<file path="src/rtl/branch_predict_ctrl.sv">
// Bimodal 2-bit branch predictor with EX-stage resolve,
// one-cycle registered flush/redirect and branch statistics.
module branch_predict_ctrl #(
  parameter int IDX_BITS = 4
) (
  input  logic        CLK,
  input  logic        RST,
  input  logic [31:0] IF_PC,
  output logic        PRED_TAKEN,
  input  logic        EX_VALID,
  input  logic        EX_IS_BRANCH,
  input  logic [2:0]  EX_FUNC3,
  input  logic [31:0] EX_PC,
  input  logic [31:0] EX_TARGET,
  input  logic        EX_PRED_TAKEN,
  input  logic        BR_EQ,
  input  logic        BR_LT,
  input  logic        BR_LTU,
  input  logic        STALL,
  output logic        FLUSH,
  output logic [31:0] REDIRECT_PC,
  output logic [15:0] BR_CNT,
  output logic [15:0] MISS_CNT
);

  localparam int N = 2 ** IDX_BITS;

  typedef enum logic {
    RUN,
    FLUSHING
  } state_t;

  state_t state, state_nxt;

  logic [1:0] tbl [N];

  logic [IDX_BITS-1:0] rd_idx;
  logic [IDX_BITS-1:0] wr_idx;
  logic                resolve;
  logic                taken;
  logic                legal;
  logic                mispredict;
  logic [31:0]         redirect_nxt;
  logic                if_pc_unused;

  assign rd_idx       = IF_PC[IDX_BITS+1:2];
  assign wr_idx       = EX_PC[IDX_BITS+1:2];
  assign if_pc_unused = ^{IF_PC[31:IDX_BITS+2], IF_PC[1:0]};

  // no bypass: IF sees the pre-update counter on a same-edge write
  assign PRED_TAKEN = tbl[rd_idx][1];

  assign FLUSH   = (state == FLUSHING);
  assign resolve = EX_VALID & EX_IS_BRANCH & ~STALL & ~FLUSH;

  always_comb begin
    taken = 1'b0;
    legal = 1'b1;
    case (EX_FUNC3)
      3'b000:  taken = BR_EQ;
      3'b001:  taken = ~BR_EQ;
      3'b100:  taken = BR_LT;
      3'b101:  taken = ~BR_LT;
      3'b110:  taken = BR_LTU;
      3'b111:  taken = ~BR_LTU;
      default: legal = 1'b0;
    endcase
  end

  assign mispredict   = resolve & (taken != EX_PRED_TAKEN);
  assign redirect_nxt = taken ? EX_TARGET : EX_PC + 32'd4;

  always_comb begin
    state_nxt = state;
    unique case (state)
      RUN:      if (mispredict) state_nxt = FLUSHING;
      FLUSHING: state_nxt = RUN;
      default:  state_nxt = RUN;
    endcase
  end

  always_ff @(posedge CLK) begin
    if (RST) begin
      state       <= RUN;
      REDIRECT_PC <= 32'd0;
    end else begin
      state <= state_nxt;
      if (mispredict) REDIRECT_PC <= redirect_nxt;
    end
  end

  always_ff @(posedge CLK) begin
    if (RST) begin
      BR_CNT   <= 16'd0;
      MISS_CNT <= 16'd0;
    end else begin
      if (resolve && BR_CNT != 16'hFFFF)
        BR_CNT <= BR_CNT + 16'd1;
      if (mispredict && MISS_CNT != 16'hFFFF)
        MISS_CNT <= MISS_CNT + 16'd1;
    end
  end

  always_ff @(posedge CLK) begin
    if (RST) begin
      for (int i = 0; i < N; i++) tbl[i] <= 2'b01;
    end else if (resolve && legal) begin
      if (taken && tbl[wr_idx] != 2'b11)
        tbl[wr_idx] <= tbl[wr_idx] + 2'b01;
      else if (!taken && tbl[wr_idx] != 2'b00)
        tbl[wr_idx] <= tbl[wr_idx] - 2'b01;
    end
  end

endmodule

</file>
<file path="config.mk">
export PLATFORM = sky130hd
export DESIGN_NAME = branch_predict_ctrl
export DESIGN_NICKNAME = d
export VERILOG_FILES = /design/src/rtl/branch_predict_ctrl.sv
export SDC_FILE = /design/constraint.sdc
export NUM_CORES = 1
export LEC_CHECK = 0
export BUFFER_PORTS_ARGS = -buffer_cell sky130_fd_sc_hd__buf_2
export CAP_MARGIN = 10
export CORE_ASPECT_RATIO = 1.4
export CORE_MARGIN = 4
export CORE_UTILIZATION = 52
export DETAILED_ROUTE_END_ITERATION = 12
export PLACE_DENSITY = 0.91
export SYNTH_ARGS = -nofsm -noshare
export SYNTH_HDL_FRONTEND = slang
export SYNTH_SLANG_ARGS = --single-unit
</file>
<file path="constraint.sdc">
create_clock -name CLK -period 3.06 [get_ports CLK]
set_input_delay 0.612 -clock CLK [delete_from_list [all_inputs] [get_ports CLK]]
set_output_delay 0.612 -clock CLK [all_outputs]
set_load 0.01 [all_outputs]
</file>
# == After elaboration in Yosys (flattened, before gate mapping) ==
# Memories as Yosys holds them, arrays and structs flattened.
# Index checks and enable logic that the tools add are counted.
# totals
register_bits,65
ram_bits,32
input_bits,108
out_inout_bits,66
memories,1
# memory_table
memory,words,width,read_ports,rd_ports_with_merged_regs,write_ports,line,text
tbl,16,2,2,0,16,35,logic [1:0] tbl [N];
# classes
add_sub_neg,5
n_eq_ne,9
n_mux,20
bitwise,10
n_reduce_logical,10
# op_table
cell,count
adder 16 x 1 -> 16 bit (second input constant),2
adder 32 x 3 -> 32 bit (second input constant),1
2-to-1 mux 32 bit,1
inequality test 16 bit (second input constant),2
2-to-1 mux 1 bit,14
equality test 3 bit (second input constant),4
case mux 1 bit (6 select lines),1
OR reduction 6 bit,1
logical AND 1 bit,5
NOT 1 bit,5
bitwise AND 1 bit,4
2-to-1 mux 2 bit,2
2-to-1 mux 4 bit,1
equality test 3 x 1 -> 1 bit (second input constant),1
logical NOT 3 bit,1
adder 2 x 1 -> 2 bit (second input constant),1
inequality test 2 bit (second input constant),1
case mux 1 bit (2 select lines),1
nonzero test 2 bit,1
OR reduction 2 bit,1
subtractor 2 x 1 -> 2 bit (second input constant),1
logical NOT 1 bit,1
inequality test 1 bit,1
bitwise OR 1 bit,1

# == Logic depth before layout (Yosys ltp) ==
# Gate-level depths: netlist of the first run.
# depth
depth_word,12
ltp_mapped,9

# == Worst setup path before layout of the first run ==
# OpenSTA, ideal clock, no wires.
# synth_path
path_type,input to register
from,in EX_PC[3]
to,mem tbl[15][0] (enable)
setup_ps,338
arrival_ps,2236
slack_ps,486
cell_stages,6
path_buffers,0
path_cell_list,mux4_2 -> and3_1 -> nor2_2 -> o22ai_1 -> a22o_2 -> o31ai_1
# synth_lines
item,line,text
start: declaration,13,"input logic [31:0] EX_PC,"
end: declaration,35,

==> metrics, run 1 <==
worst setup path class in2reg; #FFs+latches synth 97; clock transition at the registers of the reported paths 0.07 ns; average instance area after synthesis 8.93 um^2; GRT Total Usage 25.2%; I/O Buffers 145; Final Setup Violations 0; clk sink count 97; number of fill cells 909; Synth Area in Compound Gates 15.9%; Achievable Freq 373 MHz; via count 5622; post-synth top area share 22.5%; Req. time, crit path 3.07 ns; Synth area leaders dfxtp_1, edfxtp_1, nand2_1; power per cell area 432 mW/mm^2; total gr overflow 0; CP max FO 14; peak supply drop 0.253 mV; syn_nets 762; Crit. End Element register; outcome complete, no violations; FFs w/ async S/R, synth 0%; clk_skew 0.00713 ns; Lkg Pwr 2.69 nW; diode count 0; hold_buf cts 0; Least-Margin Pin Slew 0.787 ns; DIE AREA 0.0129 mm^2; final wirelength 16400 um; Mapped Area 0.00579 mm^2; drt pass-1 iters 5; worst skew pair latency 0.35 ns; post-layout util 63.9%; Core ar. 0.0109 mm^2; Post-synth EDFFs 32; Avg WL per Cell 17.7 um; I/O pin cnt 174; Worst Hold Class reg2reg; first-pass GRT wire length 26500 um; final period utilization 87.7%; Cells after Synth 648; adder-cell share of the synthesized area 1.30%; postcts setup bufs 0; Period minus WS final 2.68 ns; endpoints failing hold 0; number of synthesis warnings 0; Synth Area in XOR/XNOR 6.36%; drc violations 0; pin count of the biggest net entering global routing 67; Antenna Nets Post-Route 0; num rows 45; RSZ-0062 raised after global routing no; vias in the first global route 5476; initial drt markers 337; crit start category input port; initial antenna violation count 0; maximum root-to-sink buffer count 2; fraction of layout cells with a size suffix above 1 26.5%; Max-slew headroom 47.2%; dominant synthesized flop cell dfxtp_1; Via density 6.07; Die H 133 um; Initial Util 53.3%; post-synthesis mux area share 8.09%; Max-cap violations 0; Fin Setup TNS 0 ns; CTS tree yes; Num CTS Buffers 9; Netlist cell types 61; sequential fraction of the synthesis area 39.1%; Simple-Gate Fraction of Synth Area 25.3%; largest family of logic cells by synthesized area simple AND/OR/NAND/NOR gates; data arrival time of the worst path 2.69 ns; Resized Gates After CTS 0; die width 97.2 um; CTS H-tree lvls 3; GPL Wtd Cong 0.920; Yosys top cell by area dfxtp_1; P&R area growth vs syn 20.0%; clk root buf clkbuf_16; nets@finish 894; fin. max-slew vios 0; HPWL after DPL 12400 um
-- final timing paths --
path / start / cells past startpoint / slack (ns) / endpoint
setup / recovery: EX_PC[3] / 7 / 0.38 / tbl[15][1]
hold reg to reg: REDIRECT_PC[16] / 2 / 0.46 / REDIRECT_PC[16]
setup reg to reg: FLUSH / 6 / 0.54 / tbl[4][0]
hold / removal: REDIRECT_PC[16] / 2 / 0.46 / REDIRECT_PC[16]
-- stage by stage --
step	cell area [um^2]	hold WS (ns)	instances	worst slack, ns	power [mW]
floorplan	5790	0.476	648	0.486	1.67
finish	6950	0.457	926	0.376	3.00
global placement	6640	0.439	910	0.110	1.83
detailed placement	6640	0.446	910	0.0123	1.84
CTS	6950	0.455	926	0.374	3.00
global route	6950	0.472	926	0.202	3.09
-- layout by cell type (no fill, tap or decap), types with 4 or more instances in the layout --
cell type,n
a22oi_1,8
nor3_1,22
xnor2_1,12
clkbuf_16,9
nand3_1,42
o21ai_1,19
nand2_1,86
and4_1,9
nor2b_1,9
xor2_1,30
buf_2,145
dfxtp_1,65
and3_1,12
inv_1,9
buf_4,15
nand4_1,18
a22o_1,7
or4_1,8
mux2_1,5
and2_1,12
a211oi_1,4
o21ai_0,4
ha_1,6
a21oi_1,43
nor2_1,52
mux4_2,13
o211ai_1,10
edfxtp_1,32
o31ai_1,8
a211o_1,10
mux2i_1,6
nor4_1,7
-- worst max-delay path, cell delays in order --
cell and delay (ns):
buf_2 0.32, mux4_2 0.54, and3_1 0.23, nor2_2 0.13, o22ai_1 0.09, a22o_2 0.32, o31ai_1 0.43
-- layout make-up --
cell class | count | area, um^2 | share of cell area [%]
inverters | 10 | 37.5 | 0.540
clock inverters | 7 | 82.6 | 1.19
well taps | 141 | 176 | 2.54
repair buffers | 161 | 858 | 12.4
flip-flops and latches | 97 | 2260 | 32.6
multi-input cells | 501 | 3300 | 47.6
clock buffers | 9 | 225 | 3.24
-- synth_stat cells, drive strengths merged, types with 9 or more instances --
library cell,instances
and2,12
and3,12
a21oi,44
nand3,43
a211o,10
nor2,54
clkbuf,20
nor2b,9
nor3,26
buf,20
xnor2,12
o211ai,11
mux2i,9
and4,9
o21ai,24
xor2,30
nand2,86
edfxtp,32
nand4,18
mux4,13
inv,10
dfxtp,65
-- state kept, by name, indices dropped and copies added, names as in the netlist --
name	flops
MISS_CNT	16
BR_CNT	16
tbl	32
FLUSH	1
REDIRECT_PC	32
-- logic make-up after synthesis --
| group | count (synthesis) |
|---|---|
| simple gates | 290 |
| compound gates | 136 |
| flops | 97 |
| buf+inv | 50 |
| xor+xnor | 42 |
| mux | 27 |
| fa+ha+maj | 6 |
-- where the power goes --
part           total (mW)  switching, mW  internal [mW]
Clock                1.18          0.528          0.650
Combinational       0.455          0.281          0.174
Sequential           1.37         0.0154           1.35
Total                3.00          0.824           2.17
-- routing by layer --
layer	vias up	share of wire, %	track usage [%]	wire [um]
met5	-	0	0	0
met4	0	3.0	10.4	490
met3	39	8.3	6.12	1350
met2	267	52	44.5	8570
met1	2639	36	29.0	5990
li1	2677	-	-	-
Power figures use the tool's default switching activity.
==> inputs of run 2 (changes only) <==
BUFFER_PORTS_ARGS = unset   (was -buffer_cell sky130_fd_sc_hd__buf_2)
CORE_UTILIZATION = 55   (was 52)
DONT_BUFFER_PORTS = 1   (was unset)
PLACE_DENSITY = 0.8   (was 0.91)
REMOVE_ABC_BUFFERS = 1   (was unset)
==> metrics, run 2 (synthesis gave the netlist of run 1 again) <==
met3 wire length 1470 um (was 1350 um); RSZ-0062 raised after global routing no (unchanged); CTS tree yes (unchanged); Max-slew headroom 48.8% (was 47.2%); GPL Wtd Cong 0.888 (was 0.920); slowest cell delay on critical path 0.48 ns (was 0.54 ns); Die H 129 um (was 133 um); R2R setup slack 0.42 ns (was 0.54 ns); Post-Route M1 WL 5690 um (was 5990 um); nets@finish 744 (was 894); fin. max-slew vios 0 (unchanged); most common library cell in the layout ignoring fill and taps nand2_1 (was buf_2); endpoints failing hold 0 (unchanged); final period utilization 86.3% (was 87.7%); power per cell area 465 mW/mm^2 (was 432 mW/mm^2); GRT Total Usage 25.0% (was 25.2%); clk sink count 97 (unchanged); Met2 Routed Length 7940 um (was 8570 um); critical path's top delay family compound AO/OA/AOI/OAI gates (unchanged); Fin Setup TNS 0 ns (unchanged); initial antenna violation count 0 (unchanged); Resized Gates After CTS 0 (unchanged); post-layout util 59.6% (was 63.9%); Largest regs REDIRECT_PC: 32 flops, tbl: 32 flops (unchanged); P&R area growth vs syn 6.68% (was 20.0%); Post-Place Cell Area 0.00586 mm^2 (was 0.00664 mm^2); Least-Margin Pin Slew 0.768 ns (was 0.787 ns); RR Startpoint tbl[10][0] (was FLUSH); Worst R2R Path Depth 6 (unchanged); critical path's slowest cell mux4_2 (unchanged); Req. time, crit path 3.07 ns (about the same); DIE AREA 0.0122 mm^2 (was 0.0129 mm^2); Avg WL per Cell 19.9 um (was 17.7 um); DR top layer met4 (unchanged); Max-cap violations 0 (unchanged); HPWL after DPL 11500 um (was 12400 um); Via density 6.46 (was 6.07); worst skew pair latency 0.35 ns (about the same); final instance area 0.00617 mm^2 (was 0.00695 mm^2); outcome complete, no violations (unchanged); drt pass-1 iters 6 (was 5); WP depth 6 (was 7); postcts setup bufs 0 (unchanged); first-pass GRT wire length 24100 um (was 26500 um); crit path launch tbl[10][0] (was EX_PC[3]); Lkg Pwr 1.99 nW (was 2.69 nW); data arrival time of the worst path 2.65 ns (was 2.69 ns); vias in the first global route 4965 (was 5476); total gr overflow 0 (unchanged); clk root buf clkbuf_16 (unchanged); via count 4995 (was 5622); worst setup path class reg2reg (was in2reg); Crit. End Element register (unchanged); pin count of the biggest net entering global routing 68 (was 67); I/O pin cnt 174 (unchanged); clock transition at the registers of the reported paths 0.07 ns (about the same); maximum root-to-sink buffer count 2 (unchanged); final wirelength 15400 um (was 16400 um); crit start category register (was input port); timing endpoint of the critical path tbl[15][1] (unchanged); commonest cells after routing, fill and taps aside nand2_1, dfxtp_1, nor2_1 (was buf_2, nand2_1, dfxtp_1); Worst Hold Class in2reg (was reg2reg); Reg area 0.00226 mm^2 (unchanged); clk_skew 0.00878 ns (was 0.00713 ns); num rows 44 (was 45); Worst Path Buf+Inv 0 (was 1); I/O Buffers 0 (was 145); die width 94.7 um (was 97.2 um); Core ar. 0.0103 mm^2 (was 0.0109 mm^2); Num CTS Buffers 9 (unchanged); fraction of layout cells with a size suffix above 1 9.13% (was 26.5%); number of fill cells 919 (was 909); peak supply drop 0.355 mV (was 0.253 mV); drc violations 0 (unchanged); Final Setup Violations 0 (unchanged); crit path cell chain mux4_2 -> and3_1 -> nor2_2 -> o22ai_1 -> a22o_2 -> o31ai_1 (was buf_2 -> mux4_2 -> and3_1 -> nor2_2 -> o22ai_1 -> a22o_2 -> o31ai_1); CP max FO 16 (was 14); overall power 2.87 mW (was 3.00 mW); CTS H-tree lvls 3 (unchanged); Antenna Nets Post-Route 0 (unchanged); hold_buf cts 0 (unchanged); Period minus WS final 2.64 ns (was 2.68 ns); Multi-input gate area 0.00330 mm^2 (unchanged); Achievable Freq 379 MHz (was 373 MHz); diode count 0 (unchanged); R2R Path End tbl[15][1] (was tbl[4][0]); initial drt markers 542 (was 337); hold_ws 0.326 ns (was 0.457 ns); Initial Util 55.9% (was 53.3%)
run 2: cell count changes in the layout (fill, tap and decap cells not counted):
cell and delta:
buf_12 -1, buf_2 -145, buf_4 -4, clkbuf_8 +2
clkinv_2 +1, clkinv_4 +1, inv_4 -1, inv_6 -2
inv_8 -1
run 2: power breakdown:
| group | switching (mW) | internal (mW) | total, mW | leakage (nW) |
|---|---|---|---|---|
| sequential | 0.0269 | 1.35 | 1.38 | 0.802 |
| clock | 0.497 | 0.683 | 1.18 | 0.156 |
| combinational | 0.197 | 0.118 | 0.315 | 1.03 |
run 2: worst min-delay path by stage:
stage | start | endpoint | slack [ns] | depth (start not counted)
floorplan | REDIRECT_PC[11] | REDIRECT_PC[11] | 0.47 | 2
global placement | REDIRECT_PC[8] | REDIRECT_PC[8] | 0.49 | 2
detailed placement | REDIRECT_PC[28] | REDIRECT_PC[28] | 0.49 | 2
CTS | RST | REDIRECT_PC[12] | 0.32 | 1
global route | RST | REDIRECT_PC[12] | 0.32 | 1
finish | RST | REDIRECT_PC[17] | 0.33 | 1
run 2: layout make-up:
class,instances,share of cell area [%]
timing repair buffer,11,1.34
inverter,10,0.608
clock buffer,11,4.09
clock inverter,5,0.993
tap,138,2.80
multi-input combinational,501,53.5
sequential,97,36.6
run 2: per-stage QoR:
step                std cells  setup WS [ns]
global placement          757          0.275
finish                    773          0.420
global route              773          0.289
CTS                       773          0.461
detailed placement        757          0.215
floorplan                 608         0.0377
run 2: layer usage:
metal	GRT usage [%]	vias to the layer above
li1	-	2354
met1	28.7	2391
met2	43.4	227
met3	8.01	23
met4	8.67	0
met5	0	-
==> inputs of run 3 (changes only) <==
ABC_CLOCK_PERIOD_IN_PS = 3060   (was unset)
CORE_UTILIZATION = 44   (was 55)
PLACE_DENSITY = 0.69   (was 0.8)
SKIP_CTS_REPAIR_TIMING = 1   (was unset)
==> metrics, run 3 (synthesis gave the netlist of run 1 again) <==
placed cells 773 (was 757); maximum root-to-sink buffer count 2 (unchanged); vias in the first global route 4818 (was 4965); Largest regs REDIRECT_PC: 32 flops, tbl: 32 flops (unchanged); Worst Hold Class in2reg (unchanged); pin count of the biggest net entering global routing 68 (unchanged); number of fill cells 1237 (was 919); crit start category register (unchanged); via count 4913 (was 4995); CTS H-tree lvls 3 (unchanged); commonest cells after routing, fill and taps aside nand2_1, dfxtp_1, nor2_1 (unchanged); num rows 49 (was 44); data arrival time of the worst path 2.66 ns (was 2.65 ns); Achievable Freq 378 MHz (was 379 MHz); first-pass GRT wire length 24200 um (was 24100 um); fin. max-slew vios 0 (unchanged); endpoints failing hold 0 (unchanged); I/O pin cnt 174 (unchanged); initial drt markers 361 (was 542); Max-cap violations 0 (unchanged); drt pass-1 iters 4 (was 6); peak supply drop 0.252 mV (was 0.355 mV); DIE AREA 0.0151 mm^2 (was 0.0122 mm^2); nets@finish 745 (was 744); GRT Total Usage 19.8% (was 25.0%); Non-Filler Instances 789 (was 773); clk_skew 0.00702 ns (was 0.00878 ns); clk sink count 97 (unchanged); Least-Margin Pin Slew 0.726 ns (was 0.768 ns); Multi-input gate area 0.00330 mm^2 (unchanged); clk root buf clkbuf_16 (unchanged); Lkg Pwr 2.00 nW (was 1.99 nW); initial antenna violation count 0 (unchanged); post-layout util 48.3% (was 59.6%); Crit. End Element register (unchanged); worst setup path class reg2reg (unchanged); overall power 2.90 mW (was 2.87 mW); Antenna Nets Post-Route 0 (unchanged); drc violations 0 (unchanged); Avg WL per Cell 19.5 um (was 19.9 um); clock transition at the registers of the reported paths 0.07 ns (about the same); diode count 0 (unchanged); worst skew pair latency 0.34 ns (was 0.35 ns); Via density 6.23 (was 6.46); I/O Buffers 0 (unchanged); Reg area 0.00226 mm^2 (unchanged); HPWL after DPL 11600 um (was 11500 um); Req. time, crit path 3.07 ns (about the same); Core ar. 0.0129 mm^2 (was 0.0103 mm^2); outcome complete, no violations (unchanged); Initial Util 44.9% (was 55.9%); fraction of layout cells with a size suffix above 1 9.12% (was 9.13%); power per cell area 467 mW/mm^2 (was 465 mW/mm^2); Final Setup Violations 0 (unchanged); most common library cell in the layout ignoring fill and taps nand2_1 (unchanged); Period minus WS final 2.65 ns (was 2.64 ns); final period utilization 86.5% (was 86.3%); Die H 144 um (was 129 um); CP max FO 16 (unchanged); P&R area growth vs syn 7.35% (was 6.68%); final wirelength 15400 um (about the same); total gr overflow 0 (unchanged); RSZ-0062 raised after global routing no (unchanged); Max-slew headroom 51.3% (was 48.8%); CTS tree yes (unchanged); Fin Setup TNS 0 ns (unchanged); GPL Wtd Cong 0.894 (was 0.888); Num CTS Buffers 9 (unchanged); die width 105 um (was 94.7 um)
[run 3: changes by cell type in the layout (fill, tap and decap cells not counted), sizes merged]
cell | previous run | this run
bufinv | 1 | 2
buf | 11 | 12
clkinv | 3 | 2
[run 3: through the flow]
stage,hold WS (ns),worst slack [ns],instance area [um^2]
CTS,0.326,0.444,6210
global placement,0.488,0.285,5900
finish,0.334,0.413,6210
floorplan,0.470,0.0377,5590
detailed placement,0.489,0.179,5900
global route,0.319,0.320,6210
[run 3: worst max-delay path: stages, from the launching register on]
cell,delay (ns)
edfxtp_1,0.39
mux4_2,0.46
and3_1,0.25
nor2_2,0.26
o22ai_1,0.14
a22o_2,0.41
o31ai_1,0.41
[run 3: path summary, 6_finish.rpt]
| path | slack (ns) | depth (start not counted) | from | endpoint |
|---|---|---|---|---|
| setup / recovery | 0.41 | 6 | tbl[2][0] | tbl[15][0] |
| hold / removal | 0.33 | 1 | RST | REDIRECT_PC[16] |
| setup reg to reg | 0.41 | 6 | tbl[2][0] | tbl[15][0] |
| hold reg to reg | 0.50 | 2 | REDIRECT_PC[13] | REDIRECT_PC[13] |
[run 3: area by class of cell]
class / instances / share of cell area (%)
Tap cell: 153 / 3.08
Sequential cell: 97 / 36.4
Inverter: 10 / 0.604
Clock buffer: 11 / 3.77
Clock inverter: 5 / 1.29
Multi-Input combinational cell: 501 / 53.2
Timing Repair Buffer: 12 / 1.65
[run 3: power breakdown]
| part | leakage [nW] | switching (mW) | internal (mW) |
|---|---|---|---|
| clock | 0.157 | 0.480 | 0.721 |
| combinational | 1.04 | 0.201 | 0.121 |
| sequential | 0.802 | 0.0264 | 1.35 |
| total | 2.00 | 0.707 | 2.19 |
[run 3: per-layer routing]
layer  routed length [um]  up-vias  global-route usage (%)
li1                     -     2365                       -
met1                 5790     2343                    22.3
met2                 7820      187                    35.0
met3                 1500       18                    6.83
met5                    0        -                       0
met4                  248        0                    6.98
